==> config.mk <==
export PLATFORM = sky130hd
export DESIGN_NAME = seq_chunk_adder
export DESIGN_NICKNAME = d
export VERILOG_FILES = /design/src/rtl/adder_pkg.sv /design/src/rtl/fa_chunk.sv /design/src/rtl/seq_chunk_adder.sv
export SDC_FILE = /design/constraint.sdc
export NUM_CORES = 1
export LEC_CHECK = 0
export CORE_MARGIN = 3
export CORE_UTILIZATION = 35
export CTS_CLUSTER_DIAMETER = 60
export DETAILED_ROUTE_END_ITERATION = 8
export DONT_BUFFER_PORTS = 1
export RECOVER_POWER = 100
export SLEW_MARGIN = 20
export SYNTH_ARGS = -nofsm -noshare
export SYNTH_HDL_FRONTEND = slang
export SYNTH_HIERARCHICAL = 1
export SYNTH_SLANG_ARGS = --single-unit
==> constraint.sdc <==
create_clock -name clk -period 5 [get_ports clk]
set_input_delay 0.75 -clock clk [delete_from_list [all_inputs] [get_ports clk]]
set_output_delay 0.75 -clock clk [all_outputs]
set_load 0.02 [all_outputs]
==> src/rtl/adder_pkg.sv <==
// adder_pkg: shared definitions for the sequential chunk adder.
//   state_t        : FSM state encoding (IDLE, RUN)
//   clog2_min1()   : ceil(log2(n)), never less than 1, for counter widths
//   chunk_cfg_ok() : legality of a WIDTH/CHUNK pair
package adder_pkg;

  typedef enum logic {
    IDLE = 1'b0,
    RUN  = 1'b1
  } state_t;

  function automatic int clog2_min1(input int n);
    int r;
    r = 0;
    for (int i = 0; i < 32; i++) begin
      if ((64'd1 << r) < 64'(n)) r = r + 1;
    end
    return (r < 1) ? 1 : r;
  endfunction

  // CHUNK must divide WIDTH so the last chunk ends exactly on bit WIDTH-1.
  function automatic bit chunk_cfg_ok(input int width, input int chunk);
    return (chunk >= 1) && (chunk <= width) && ((width % chunk) == 0);
  endfunction

endpackage

==> src/rtl/fa_chunk.sv <==
// fa_chunk: combinational CHUNK-bit ripple-carry adder built from full-adder cells.
//   a, b   : CHUNK-bit operands
//   cin    : carry into bit 0
//   sum    : CHUNK-bit result
//   cout   : carry out of the MSB
//   c_msb  : carry into the MSB (present only when ADDER_OVF_EN is defined)
module fa_chunk #(
  parameter int CHUNK = 4
) (
  input  logic [CHUNK-1:0] a,
  input  logic [CHUNK-1:0] b,
  input  logic             cin,
  output logic [CHUNK-1:0] sum,
  output logic             cout
`ifdef ADDER_OVF_EN
  ,
  output logic             c_msb
`endif
);

  // c[i] is the carry into bit i; c[CHUNK] is the carry out.
  logic [CHUNK:0] c;

  assign c[0] = cin;

  generate
    for (genvar gi = 0; gi < CHUNK; gi++) begin : g_fa
      assign sum[gi]  = a[gi] ^ b[gi] ^ c[gi];
      assign c[gi+1]  = (a[gi] & b[gi]) | (a[gi] & c[gi]) | (b[gi] & c[gi]);
    end
  endgenerate

  assign cout = c[CHUNK];

`ifdef ADDER_OVF_EN
  assign c_msb = c[CHUNK-1];
`endif

endmodule

==> src/rtl/seq_chunk_adder.sv <==
// seq_chunk_adder: multi-cycle WIDTH-bit adder, CHUNK bits per clock, LSB first.
//   clk, rst_n : rising-edge clock, asynchronous active-low reset
//   start      : request, sampled only while idle
//   A, B, Cin  : operands, captured on the accepting edge
//   busy       : high while an addition is in progress
//   done       : one-cycle pulse when Sum/Cout (and Ovf) are updated
//   Sum, Cout  : registered result, held until the next done
//   Ovf        : signed overflow, only when ADDER_OVF_EN is defined
// Optional feature macro: ADDER_OVF_EN.
module seq_chunk_adder
  import adder_pkg::*;
#(
  parameter int WIDTH = 16,
  parameter int CHUNK = 4
) (
  input  logic             clk,
  input  logic             rst_n,
  input  logic             start,
  input  logic [WIDTH-1:0] A,
  input  logic [WIDTH-1:0] B,
  input  logic             Cin,
  output logic             busy,
  output logic             done,
  output logic [WIDTH-1:0] Sum,
  output logic             Cout
`ifdef ADDER_OVF_EN
  ,
  output logic             Ovf
`endif
);

  localparam int NCHUNK = WIDTH / CHUNK;
  localparam int KW     = clog2_min1(NCHUNK);
  localparam logic [KW-1:0] K_LAST = KW'(NCHUNK - 1);

  generate
    if (!chunk_cfg_ok(WIDTH, CHUNK)) begin : g_bad_cfg
      $fatal(1, "seq_chunk_adder: WIDTH must be a multiple of CHUNK and CHUNK >= 1");
    end
  endgenerate

  state_t           state_reg, state_next;
  logic [KW-1:0]    k_reg;
  logic [WIDTH-1:0] a_reg, b_reg;
  logic [WIDTH-1:0] psum_reg, psum_next;
  logic [WIDTH-1:0] sum_reg;
  logic             carry_reg, cout_reg, done_reg;
  logic             accept, last;

  logic [CHUNK-1:0] a_chunk, b_chunk, chunk_sum;
  logic             chunk_cout;
`ifdef ADDER_OVF_EN
  logic             chunk_c_msb;
  logic             ovf_reg;
`endif

  assign a_chunk = a_reg[int'(k_reg)*CHUNK +: CHUNK];
  assign b_chunk = b_reg[int'(k_reg)*CHUNK +: CHUNK];

  fa_chunk #(.CHUNK(CHUNK)) u_fa_chunk (
    .a    (a_chunk),
    .b    (b_chunk),
    .cin  (carry_reg),
    .sum  (chunk_sum),
    .cout (chunk_cout)
`ifdef ADDER_OVF_EN
    ,
    .c_msb(chunk_c_msb)
`endif
  );

  // Next state plus the two edge qualifiers: accept (IDLE->RUN) and
  // last (the edge that processes the final chunk).
  always_comb begin
    state_next = state_reg;
    accept     = 1'b0;
    last       = 1'b0;
    case (state_reg)
      IDLE: begin
        if (start) begin
          state_next = RUN;
          accept     = 1'b1;
        end
      end
      RUN: begin
        if (k_reg == K_LAST) begin
          state_next = IDLE;
          last       = 1'b1;
        end
      end
      default: state_next = IDLE;
    endcase
  end

  // Partial sum with the current chunk merged in; on the last edge this is
  // the complete result, so Sum loads it directly.
  always_comb begin
    psum_next = psum_reg;
    psum_next[int'(k_reg)*CHUNK +: CHUNK] = chunk_sum;
  end

  always_ff @(posedge clk or negedge rst_n) begin
    if (!rst_n) begin
      state_reg <= IDLE;
      k_reg     <= '0;
      a_reg     <= '0;
      b_reg     <= '0;
      psum_reg  <= '0;
      carry_reg <= 1'b0;
      sum_reg   <= '0;
      cout_reg  <= 1'b0;
      done_reg  <= 1'b0;
`ifdef ADDER_OVF_EN
      ovf_reg   <= 1'b0;
`endif
    end else begin
      state_reg <= state_next;
      done_reg  <= last;
      if (accept) begin
        a_reg     <= A;
        b_reg     <= B;
        carry_reg <= Cin;
        k_reg     <= '0;
        psum_reg  <= '0;
      end else if (state_reg == RUN) begin
        psum_reg  <= psum_next;
        carry_reg <= chunk_cout;
        k_reg     <= last ? '0 : k_reg + 1'b1;
      end
      if (last) begin
        sum_reg  <= psum_next;
        cout_reg <= chunk_cout;
`ifdef ADDER_OVF_EN
        ovf_reg  <= chunk_c_msb ^ chunk_cout;
`endif
      end
    end
  end

  assign busy = (state_reg == RUN);
  assign done = done_reg;
  assign Sum  = sum_reg;
  assign Cout = cout_reg;
`ifdef ADDER_OVF_EN
  assign Ovf  = ovf_reg;
`endif

endmodule
Word level (Yosys, flattened, before mapping) --
Cells that the tools add are included.
Cells by class: add/sub/neg operators 2, multipliers 0, divide/modulo/power cells 0, $lt $le $gt $ge 0, eq/ne operators 1, shift operators 4, multiplexer cells 14, bitwise operators 29, reductions and logical operators 1
Operators with widths (number):
- $neg A4 Y33 | 1
- $shift A4 B33 Y16 const A | 1
- $shiftx A4 B33 Y16 | 1
- $mux W16 | 2
- $shiftx A16 B5 Y4 | 2
- $bwmux W16 | 1
- $and A1 B1 Y1 | 12
- $or A1 B1 Y1 | 8
- $xor A1 B1 Y1 | 8
- $mux W1 | 7
- $mux W2 | 3
- $add A2 B1 Y2 const B | 1
- $eq A2 B2 Y1 const B | 1
- $pmux W1 S2 | 1
- $reduce_bool A2 Y1 | 1
- $not A1 Y1 | 1
Word-level totals: bits in registers 70, latch bits 0, bits in writable memories 0, ROM bits 0, input port bits 36, output and inout port bits 19, word-level logic and storage cells 60, memories kept 0

Longest topological paths before layout --
depth in word-level cells 15, depth in mapped cells 13, gate-level depth less buffers 12

Cells and area by module --
Netlist, hierarchy kept.
By module, submodules not included:
- seq_chunk_adder | instances 1, cells an instance 219, area an instance 3138.0 um^2
- fa_chunk | instances 1, cells an instance 14, area an instance 117.6 um^2

Worst setup path after synthesis --
Ideal clock, no wire load.
kind reg-to-reg, from register k_reg[0], to register sum_reg[11], in the netlist Sum[11], setup time 71 ps, arrival 3038 ps, data required time 4929 ps, setup slack 1891 ps, stages on the path, launching flop included 14, period minus slack after synthesis 3109 ps, cells stage by stage dfrtp_1 -> buf_6 -> mux4_1 -> inv_1 -> fa_1 -> inv_1 -> fa_1 -> fa_1 -> inv_1 -> fa_1 -> inv_1 -> nor2b_1 -> a221oi_1 -> nor2_1
Between the ends: cells in the longest elaborated chain, start to end 13
Ends and longest elaborated chain:
- from (decl) | RTL line seq_chunk_adder.sv:43 | logic [KW-1:0] k_reg;
- from (signal assigned) | RTL line seq_chunk_adder.sv:128 | k_reg <= last ? '0 : k_reg + 1'b1;
- $shiftx A16 B5 Y4 (*) | RTL line seq_chunk_adder.sv:57 | assign a_chunk = a_reg[int'(k_reg)*CHUNK +: CHUNK];
- via a_chunk[0] | RTL line seq_chunk_adder.sv:50 | logic [CHUNK-1:0] a_chunk, b_chunk, chunk_sum;
- $and A1 B1 Y1 | RTL line fa_chunk.sv:29 | assign c[gi+1] = (a[gi] & b[gi]) | (a[gi] & c[gi]) | (b[gi] & c[gi]);
- $or A1 B1 Y1 (*) (2 in series) | RTL line fa_chunk.sv:29
- $and A1 B1 Y1 | RTL line fa_chunk.sv:29
- $or A1 B1 Y1 | RTL line fa_chunk.sv:29
- $or A1 B1 Y1 (*) | RTL line fa_chunk.sv:29
- $and A1 B1 Y1 | RTL line fa_chunk.sv:29
- $or A1 B1 Y1 | RTL line fa_chunk.sv:29
- $or A1 B1 Y1 (*) | RTL line fa_chunk.sv:29
- $xor A1 B1 Y1 (*) | RTL line fa_chunk.sv:28 | assign sum[gi] = a[gi] ^ b[gi] ^ c[gi];
- via chunk_sum[3] | RTL line seq_chunk_adder.sv:50
- $shiftx A4 B33 Y16 (*) | RTL line seq_chunk_adder.sv:99 | psum_next[int'(k_reg)*CHUNK +: CHUNK] = chunk_sum;
- $bwmux W16 (*) | RTL line seq_chunk_adder.sv:99
- to (signal assigned) | RTL line seq_chunk_adder.sv:131 | sum_reg <= psum_next;
- to (decl) | RTL line seq_chunk_adder.sv:46 | logic [WIDTH-1:0] sum_reg;
The timed path passes the listed nets; every way through them passes the cells marked *. A chain may end at the register's enable or synchronous reset.

Worst setup path after layout --
Same ends and word-level chain as after synthesis.

==> impl.org <==
** Yosys
- Synthesis produced a netlist with a net count of 278.
- The cell count after synthesis came out at 233.
- Library cell occupying the most area in the post-synthesis netlist :: sky130_fd_sc_hd__dfrtp_1
- The synthesized netlist occupies a cell area of 3260 µm².
- In this run, distinct cell masters in the synthesized netlist total 36.
- In the post-synthesis netlist, the biggest area contributors are sky130_fd_sc_hd__dfrtp_1 51%, sky130_fd_sc_hd__mux2_4 14%, sky130_fd_sc_hd__mux4_1 4.8%, sky130_fd_sc_hd__a22o_1 3.0%, sky130_fd_sc_hd__buf_12 2.5%.
- During synthesis, Yosys emitted a total of 6 warnings.
- Prevailing post-synth register cell :: sky130_fd_sc_hd__dfrtp_1
- Summing the sequential cell areas from Yosys gives 50.7% of the chip area.
- Counting flops with a built-in enable in the synthesized netlist gives 0.
- Share of Yosys cell area claimed by the top area cell type :: 50.7%
- Dividing the synthesized area by the synthesized cell count gives 14.0 µm².
- Flip-flop and latch count after synthesis :: 66
- Async set or reset register ratio after synthesis :: 100%

** Die
- From bottom edge to top edge, the die measures 102 µm.
- Number of rows in the core area :: 34
- Initial cell density of the core :: 36.6%
- For this design the top-level I/O count stands at 55.
- DIE WIDTH :: 102 µm
- Core Region :: 8890 µm²
- The die covers 10,500 µm².

** Routing
- Detailed-route wire length per cell :: 18.8 µm
- Detail Route Antenna Nets :: 0
- After detailed routing, the number of vias per cell comes to 5.18.
- After detailed routing, the number of remaining DRC violations is 0.
- First-pass iteration count of the detailed router :: 4
- DR iter-0 viols :: 47
- For this block, the via count after detailed routing is 1,801.
- Final WL :: 6540 µm

** Cells and area
- Final design utilization :: 37.5%
- From synthesis to final layout, the design area changed by 2.31%.
- After the last flow step, the layout net total stands at 279.
- Filler cell count :: 875
- Ratio of cells with drive above 1 in the final layout :: 9.21%
- Non-Filler Cell Area, Final :: 3330 µm²

** Timing
- Setup total negative slack on the finished layout was measured at 0 ns.
- Timing would allow up to 0.279 GHz.
- Pins over their slew limit :: 33
- Setup repair after global routing left no endpoint under its margin.
- Headroom to the max-slew limit :: -20.0%
- Hold is met by 0.0906 ns.
- Largest clock skew in the final design :: 0.00889 ns
- The clock period could shrink to 3.59 ns.
- Setup-violating endpoint count in the final report :: 0
- After layout, the worst path uses 71.8% of the clock period.
- The count of final hold-check violations is 0.
- Slew @ Worst Pin :: 1.80 ns

** Power and ir drop
- VDD sags by at most 306 µV.
- The completed layout was analyzed and its total power is 2600 µW.
- In this run the power density over the cells is 781 nW/µm².
- P_leak :: 0.00150 µW

** Worst setup path
- Slowest cell on the critical path :: sky130_fd_sc_hd__dfrtp_1
- The worst setup path is of the register to register kind.
- Worst stage delay on the critical path :: 0.76 ns
- The worst setup path is captured at a register.
- The worst setup path is launched from a register.
- The worst register-to-register path has a setup slack of 1.41 ns.
- Signal arrival time at the worst endpoint :: 3.86 ns
- The critical path goes through mux4_1, inv_1, fa_1, inv_1, fa_1, fa_1, inv_1, fa_1, inv_1, nor2b_1, a221oi_1, nor2_1.
- Endpoint required time on the critical path :: 5.28 ns
- Of all nets on the critical path, the largest fanout is 16.

** Clocking
- Clock-pin slew was measured on the worst setup and hold paths at 0.07 ns.
- After clock tree synthesis, the repair step resized 0 gates.
- The clock passes through at most 2 buffers.
- TritonCTS built the clock tree.
- Setup Fix Bufs, Post-CTS :: 0
- Clock sink count :: 66
- The number of clock buffers added by TritonCTS is 9.
- Hold-fix buffer count after cts :: 0
- The clock tree synthesis step divided the H-tree into 3 levels.
- The root buffer cell chosen for the clock tree is sky130_fd_sc_hd__clkbuf_8.
- Clk Latency, worst-skew pair :: 0.35 ns

** GRT
- In the global route stage, met3 resource usage came out at 7.37%.
- GRT Total Usage :: 13.6%
- Via count of the first global-routing pass :: 1,945
- For this run, global-route usage on met1 was measured as 16.9%.
- Global routing used 20.3% of the available met2 tracks.
- Initial antenna violation count :: 2
- The first global-routing pass estimated 10,500 µm of wire.
- The layer flagged by global routing as most heavily used is met2.
- Largest net degree at the start of global routing :: 67
- Total global routing overflow :: 0

** Placed design
- Input/output buffers :: 0
- Final GP Congestion :: 0.815
- Summing all placed instances gives a cell area of 3260 µm².
- Dpl hpwl :: 4540 µm

** Worst hold path
- The path class of the tightest hold or removal check is input port to asynchronous set/reset pin.

** Run status
- The final reports fail on max-capacitance violations, max-slew violations.
- The run finished, with violations left.

** Flow run
- Max-cap violations :: 1
-- report_power, final --
group | switching (µW) | internal, µW
registers | 279 | 785
clock network | 193 | 219
logic | 626 | 500
-- kinds of logic after synthesis --
family / Yosys count / share of synthesized area (%)
AO/OA/AOI/OAI: 35 / 7.96
adder cells (fa/ha/maj): 9 / 4.38
buffers and inverters: 27 / 5.96
flip-flops: 66 / 50.7
multiplexers: 42 / 21.4
AND/OR/NAND/NOR: 54 / 9.61
-- path summary, 6_finish.rpt --
kind / start / to / depth (start not counted)
max: k_reg[0]$_DFFE_PN0P_ / Sum[11]$_DFFE_PN0P_ / 12
min: rst_n / Sum[15]$_DFFE_PN0P_ / 0
max reg2reg: k_reg[0]$_DFFE_PN0P_ / Sum[11]$_DFFE_PN0P_ / 12
min reg2reg: psum_reg[6]$_DFFE_PN0P_ / psum_reg[6]$_DFFE_PN0P_ / 2
max in group asynchronous: rst_n / b_reg[1]$_DFFE_PN0P_ / 0
min in group clk: psum_reg[6]$_DFFE_PN0P_ / psum_reg[6]$_DFFE_PN0P_ / 2
-- layout by cell type, fill, tap and decap left out, types with 3 or more instances in the layout --
master	instances
sky130_fd_sc_hd__nand3b_1	3
sky130_fd_sc_hd__mux4_1	6
sky130_fd_sc_hd__a22o_1	11
sky130_fd_sc_hd__inv_1	16
sky130_fd_sc_hd__nor3b_1	4
sky130_fd_sc_hd__dfrtp_1	66
sky130_fd_sc_hd__clkbuf_8	12
sky130_fd_sc_hd__clkbuf_1	3
sky130_fd_sc_hd__fa_1	4
sky130_fd_sc_hd__o21ai_0	9
sky130_fd_sc_hd__a221o_1	4
sky130_fd_sc_hd__a21oi_1	4
sky130_fd_sc_hd__mux2_1	28
sky130_fd_sc_hd__nor2b_1	7
sky130_fd_sc_hd__ha_1	5
sky130_fd_sc_hd__nand2b_1	3
sky130_fd_sc_hd__nand2_1	16
sky130_fd_sc_hd__nor2_1	12
sky130_fd_sc_hd__a221oi_1	4
-- cell type report --
| type | instances | area [µm²] | area share [%] |
|---|---|---|---|
| multi-input combinational | 140 | 1290 | 38.9 |
| clock buffer | 14 | 173 | 5.18 |
| antenna | 1 | 2.50 | 0.0751 |
| tap | 108 | 135 | 4.06 |
| clock inverter | 2 | 10.0 | 0.301 |
| inverter | 16 | 60.1 | 1.80 |
| sequential | 66 | 1650 | 49.6 |
| timing repair buffer | 1 | 3.75 | 0.113 |
-- per-layer routing --
layer	wire (µm)	part of all wire, %
met2	2920	45
met5	13	0.20
met3	588	9.0
met4	71	1.1
met1	2940	45
-- stage by stage --
step           cells  setup slack [ns]
3_5_place_dp     331              1.41
4_1_cts          347              1.38
6_report         348              1.41
3_3_place_gp     331              1.51
5_1_grt          348              1.12
2_1_floorplan    233              1.89
-- worst max-delay path: cells and delay by family, from the launching register on --
kind / cells / cell delay (ns)
compound gates: 1 / 0.10
fa+ha+maj: 4 / 1.32
buf+inv: 4 / 0.37
flops: 1 / 0.76
mux: 1 / 0.63
simple gates: 2 / 0.34
-- cells in the mapped netlist (all sizes together) (2+ instances only) --
| cell | count |
|---|---|
| a21oi | 4 |
| a221o | 4 |
| a221oi | 4 |
| a22o | 11 |
| and4b | 2 |
| buf | 11 |
| dfrtp | 66 |
| fa | 4 |
| ha | 5 |
| inv | 16 |
| mux2 | 32 |
| mux2i | 2 |
| mux4 | 8 |
| nand2 | 16 |
| nand2b | 3 |
| nand3 | 2 |
| nand3b | 3 |
| nor2 | 12 |
| nor2b | 7 |
| nor3b | 4 |
| o211ai | 2 |
| o21ai | 9 |
Note: power is estimated with default switching activity, not from simulation.
